**src/rtl/mult_fu.sv**
```systemverilog
// Iterative signed/unsigned multiplier unit: STAGES partial-product cycles per op, result held until written.
// Optional MULT_FU_SQUASH_EN adds a squash input that drops any in-flight or finished op.
module mult_fu #(
  parameter int unsigned XLEN   = 32,
  parameter int unsigned STAGES = 4,
  parameter int unsigned TAG_W  = 5
) (
  input  logic                  clock,
  input  logic                  reset,
  input  logic                  issue_valid,
  output logic                  issue_ready,
  input  logic [XLEN-1:0]       opa,
  input  logic [XLEN-1:0]       opb,
  input  logic [1:0]            func,
  input  logic [TAG_W-1:0]      dest_tag,
  // {valid, value[XLEN-1:0], tag[TAG_W-1:0]}
  output logic [XLEN+TAG_W:0]   ex_packet_out,
  input  logic                  written,
`ifdef MULT_FU_SQUASH_EN
  input  logic                  squash,
`endif
  output logic                  busy
);

  localparam int unsigned W  = XLEN / STAGES;
  localparam int unsigned PW = 2 * XLEN;
  localparam int unsigned CW = $clog2(STAGES + 1);

  typedef enum logic [1:0] {IDLE, BUSY, DONE} state_t;

  state_t           state_q, state_d;
  logic [PW-1:0]    a_sh, acc, slice_ext;
  logic [XLEN-1:0]  b_sh, value;
  logic             b_signed, slice_sign, last_step;
  logic [1:0]       func_q;
  logic [TAG_W-1:0] tag_q;
  logic [CW-1:0]    cnt;
  logic             accept, squash_now, a_sgn, valid;

`ifdef MULT_FU_SQUASH_EN
  assign squash_now = squash;
`else
  assign squash_now = 1'b0;
`endif

  always_comb begin
    state_d     = state_q;
    issue_ready = !squash_now && (state_q == IDLE || (state_q == DONE && written));
    accept      = issue_valid && issue_ready;
    case (state_q)
      IDLE: if (accept) state_d = BUSY;
      BUSY: if (last_step) state_d = DONE;
      DONE: if (written) state_d = accept ? BUSY : IDLE;
      default: state_d = IDLE;
    endcase
    if (squash_now) state_d = IDLE;
  end

  always_ff @(posedge clock or negedge reset) begin
    if (!reset) state_q <= IDLE;
    else        state_q <= state_d;
  end

  // Multiplier slice is consumed LSB first; the top slice carries negative weight for signed opb.
  assign last_step  = (cnt == CW'(STAGES - 1));
  assign slice_sign = last_step && b_signed && b_sh[W-1];
  assign slice_ext  = {{(PW-W){slice_sign}}, b_sh[W-1:0]};
  assign a_sgn      = (func != 2'b11) && opa[XLEN-1];

  always_ff @(posedge clock or negedge reset) begin
    if (!reset) begin
      a_sh     <= '0;
      b_sh     <= '0;
      b_signed <= 1'b0;
      func_q   <= '0;
      tag_q    <= '0;
      acc      <= '0;
      cnt      <= '0;
    end else if (accept) begin
      a_sh     <= {{XLEN{a_sgn}}, opa};
      b_sh     <= opb;
      b_signed <= !func[1];
      func_q   <= func;
      tag_q    <= dest_tag;
      acc      <= '0;
      cnt      <= '0;
    end else if (state_q == BUSY && !squash_now) begin
      acc      <= acc + a_sh * slice_ext;
      a_sh     <= a_sh << W;
      b_sh     <= b_sh >> W;
      cnt      <= cnt + 1'b1;
    end
  end

  assign valid = (state_q == DONE);
  assign value = (func_q == 2'b00) ? acc[XLEN-1:0] : acc[PW-1:XLEN];
  assign busy  = (state_q != IDLE);

  assign ex_packet_out = {valid, valid ? value : '0, valid ? tag_q : '0};

endmodule

```
**config.mk**
```make
export PLATFORM = sky130hd
export DESIGN_NAME = mult_fu
export DESIGN_NICKNAME = d
export VERILOG_FILES = /design/src/rtl/mult_fu.sv
export SDC_FILE = /design/constraint.sdc
export NUM_CORES = 2
export LEC_CHECK = 0
export BUFFER_PORTS_ARGS = -buffer_cell sky130_fd_sc_hd__buf_2
export CELL_PAD_IN_SITES_DETAIL_PLACEMENT = 0
export CELL_PAD_IN_SITES_GLOBAL_PLACEMENT = 2
export CORE_MARGIN = 4
export CORE_UTILIZATION = 40
export DETAILED_ROUTE_END_ITERATION = 16
export HOLD_SLACK_MARGIN = 0.03
export PLACE_DENSITY = 0.79
export SLEW_MARGIN = 30
export SYNTH_ARGS = -nofsm -noshare
export SYNTH_HDL_FRONTEND = slang
export SYNTH_SLANG_ARGS = --single-unit
```
**constraint.sdc**
```tcl
create_clock -name clock -period 17.75 [get_ports clock]
set_input_delay 3.55 -clock clock [delete_from_list [all_inputs] [get_ports clock]]
set_output_delay 3.55 -clock clock [all_outputs]
set_load 0.03 [all_outputs]
```
Yosys cells after proc, flatten, opt, wreduce, memory -nomap -nowiden. Cells that the tools add are included.

Equality and inequality tests: 7. Multipliers: 1. $add $sub $neg: 2. Reduce and logical (&&, ||, !) cells: 12. Mux-type cells: 16.

Operators with widths (number): $mux 64 (4); $mux 32 (4); $add 64x64->64 (1); $mul 64x9->64 (1); $ne 2x2->1 const B (4); $mux 2 (3); $mux 3 (2); $pmux 2 s3 (1); $logic_and 1x1->1 (5); $mux 5 (1); $logic_not 2->1 (2); $reduce_bool 2->1 (2); $add 3x1->3 const B (1); $eq 3x2->1 const B (1); $reduce_and 3->1 (1); $eq 2x1->1 const B (1); $eq 2x2->1 const B (1); $logic_not 1->1 (1); $logic_or 1x1->1 (1); $mux 1 (1).

Logic and storage cells: 46. Bits of input ports: 75. Output and inout bits: 40. Register bits: 173.

Longest topological paths before layout.
Depth after elaboration: 7. Mapped depth: 24.

Worst setup path after synthesis. No wires, ideal clock.

Path kind: input-to-output. From: input written. To: output issue_ready. Arrival: 4128 ps. Data required time: 14200 ps. Setup slack: 10072 ps. Stages: 2. Cell sequence: inv_1 a21oi_1.

Longest elaborated chain between the ends: 2.

Ends and longest elaborated chain: start, declared (RTL line 18) `input logic written,`; $logic_and 1x1->1 (RTL line 48) `issue_ready = !squash_now && (state_q == IDLE || (state_q == DONE && written));`; $logic_or 1x1->1 (RTL line 48); end, declared (RTL line 11) `output logic issue_ready,`.

No other way between the ends.

Worst setup path after layout. Ends and elaborated chain as after synthesis.

==> flow_summary.ini <==
[setup_path]
critical_path_peak_fanout = 3
cp.arrival_ns = 4.27
startpoint_type = primary input
slowest_delay_ns = 0.32
required_ns = 14.20
crit_top_cell = buf_2
crit_chain = buf_2 -> inv_1 -> a21oi_1 -> buf_2
slowest_stage = a21oi_1
path_class = primary input to primary output
cp-end-kind = primary output

[drt]
initialDrtViolationCount = 1187
remaining_drc_errors = 0
firstDrtPassIters = 6
ant_nets = 0
drt-wirelength-per-cell_um = 19.58
vias = 20270
drt-total-wl_um = 76150
vias_per_cell = 5.210

[clock_tree]
clk_pin_slew_ns = 0.09
clock_latency_ns = 0.51
htreeDepth = 4
clk_root_buffer_cell = clkbuf_16
cts.path.max_buffers = 2
cts_resized = 0
clkSinkCount = 173
postCtsSetupRepairBufs = 0
cts_tree = built
numCtsBuffers = 17
ctsHoldBuffers = 0

[yosys]
synth_seq_cells = 173
synthesis.nets = 3751
yosysWarnings = 0
syn_avg_cell_area_um2 = 8.576
ys_seq_area_share_pct = 16.43
syn_inst = 3072
async_reset_ff_share_pct = 100.0
synthDistinctLibCells = 56
synth_edf_count = 0
synth.cell_area_mm2 = 0.02634
yosys_most_used_dff = dfrtp_1

[floorplan]
num_rows = 93
io_pins = 115
start_util_pct = 40.65
die_x_um = 264.6
dieArea_mm2 = 0.07003
die_h_um = 264.6
coreArea_mm2 = 0.06481

[sta]
setup_tns_ns = 0
hold_viol_final = 0
grt_setup_unrepaired = no
final-max-slew-violation-count = 0
finalCritPeriodShare_pct = 44.04
setup_violations = 0
fin_skew_ns = 0.01469
period_needed_ns = 7.818
fmax_ghz = 0.1279
worst_slew_pin_slew_ns = 0.9385
slew_headroom_pct = 37.43

[hold_path]
min_path_type = register to register

[placed_design]
dp.cells = 3856
place_area_mm2 = 0.02741
dp_hpwl_um = 57930
gp_congestion = 0.8521
port_buffers = 114

[global_routing]
grt_pass1_wl_um = 124900
grt_max_degree = 86
grt_usage_pct = 22.62
grt_antenna_before_repair = 1
grt_pass1_vias = 22190
overflow = 0

[layout]
final_nets = 3699
drive_gt1_share_pct = 6.528
area_delta_synth_final_pct = 6.459
fin_area_mm2 = 0.02805
layout.cells.non_filler = 3890
final_util_pct = 43.27

[status]
status = complete, no violations

[run]
drv_cap = 0
-- Yosys cell counts, drive strengths merged, types with 3 or more instances --
library cell | n | area share, %
a21oi | 111 | 2.1
o21a | 6 | 0.17
dfrtp | 173 | 16
buf | 20 | 0.36
a211oi | 8 | 0.23
inv | 537 | 7.7
nand3 | 117 | 2.2
xnor2 | 46 | 1.5
o31a | 6 | 0.20
nor2b | 5 | 0.12
mux2i | 3 | 0.11
nand2 | 535 | 7.6
o21bai | 18 | 0.51
a211o | 3 | 0.10
a31oi | 13 | 0.31
nand2b | 6 | 0.14
and3 | 4 | 0.095
a21o | 37 | 1.1
and2 | 285 | 6.8
ha | 141 | 6.7
or3 | 3 | 0.071
nand4 | 15 | 0.36
o211ai | 8 | 0.23
xor2 | 22 | 0.73
nor3 | 16 | 0.30
o31ai | 10 | 0.28
clkbuf | 184 | 2.6
fa | 463 | 35
a22oi | 46 | 1.3
o21ai | 94 | 1.8
nor2 | 97 | 1.4
or2 | 9 | 0.21
a31o | 3 | 0.10
nor4 | 5 | 0.12
-- state kept, by name (all words and copies together) (netlist names) --
| register | count |
|---|---|
| a_sh | 64 |
| state_q | 2 |
| func_q | 2 |
| b_sh | 32 |
| tag_q | 5 |
| acc | 64 |
| b_signed | 1 |
| cnt | 3 |
-- worst max-delay path, delay by kind of cell --
| family | cells | cell delay (ns) |
|---|---|---|
| AOI/OAI and AO/OA | 1 | 0.32 |
| buffers and inverters | 3 | 0.40 |
-- cell families (layout without fill, tap and decap cells) --
kind of cell / Yosys count / after routing / synth area share [%]
buffers and inverters: 741 / 702 / 10.63
and+or+nand+nor: 1099 / 1099 / 19.48
DFF: 173 / 173 / 16.43
AOI/OAI and AO/OA: 383 / 383 / 9.162
other: 0 / 2 / 0
adders and majority gates: 604 / 604 / 41.88
muxes: 4 / 4 / 0.1567
xor gates and xnor gates: 68 / 68 / 2.261
-- path summary, 6_finish.rpt --
path                            slack (ns)      from           to  cells past startpoint
worst max-delay path                  9.93   written  issue_ready                      4
worst min-delay path                  0.47  tag_q[2]     tag_q[2]                      2
worst max register to register       10.48    cnt[0]      acc[51]                     22
worst min register to register        0.47  tag_q[2]     tag_q[2]                      2
max in group asynchronous            13.40     reset     a_sh[56]                      2
min in group asynchronous             3.09     reset     a_sh[19]                      1
-- area by class of cell --
cell class                 instances  area [um2]
fill                            6506       36770
clock inverter                    15       206.4
clock buffer                      17       425.4
inverter                         537        2016
sequential                       173        4339
multi-input combinational       2158       19250
tap                              855        1070
antenna                            2       5.005
timing repair buffer             133       729.5
-- per-layer routing --
layer / global-route usage [%] / part of all wire [%]
met5: 0 / 0
met4: 5.468 / 1.7
met3: 4.279 / 5.3
met2: 37.97 / 49
met1: 30.52 / 44
-- metrics by stage --
stage	hold slack (ns)	setup slack (ns)
2_1_floorplan	0.4374	10.07
3_3_place_gp	0.4524	9.931
3_5_place_dp	0.4552	9.937
4_1_cts	0.4767	9.933
5_1_grt	0.4953	9.858
6_report	0.4718	9.932
-- placed cells by master, fill, tap and decap left out, types with 4 or more instances in the layout --
cell type	count
inv_1	537
nand2_1	534
fa_1	463
and2_1	284
dfrtp_1	165
ha_1	141
nand3_1	116
buf_2	113
a21oi_1	111
nor2_1	95
o21ai_0	89
a22oi_1	46
xnor2_1	46
a21o_1	37
xor2_1	22
o21bai_1	18
clkbuf_16	17
buf_4	17
nor3_1	16
nand4_1	15
a31oi_1	13
o31ai_1	10
or2_2	9
o211ai_1	8
a211oi_1	8
dfrtp_2	8
o21a_1	6
o31a_1	6
clkinv_8	6
nand2b_1	5
nor4_1	5
o21ai_1	4
and3_1	4
nor2b_1	4
Power is not shown: default switching activity piles up to over one toggle a cycle in this logic, so the estimate is an artifact.
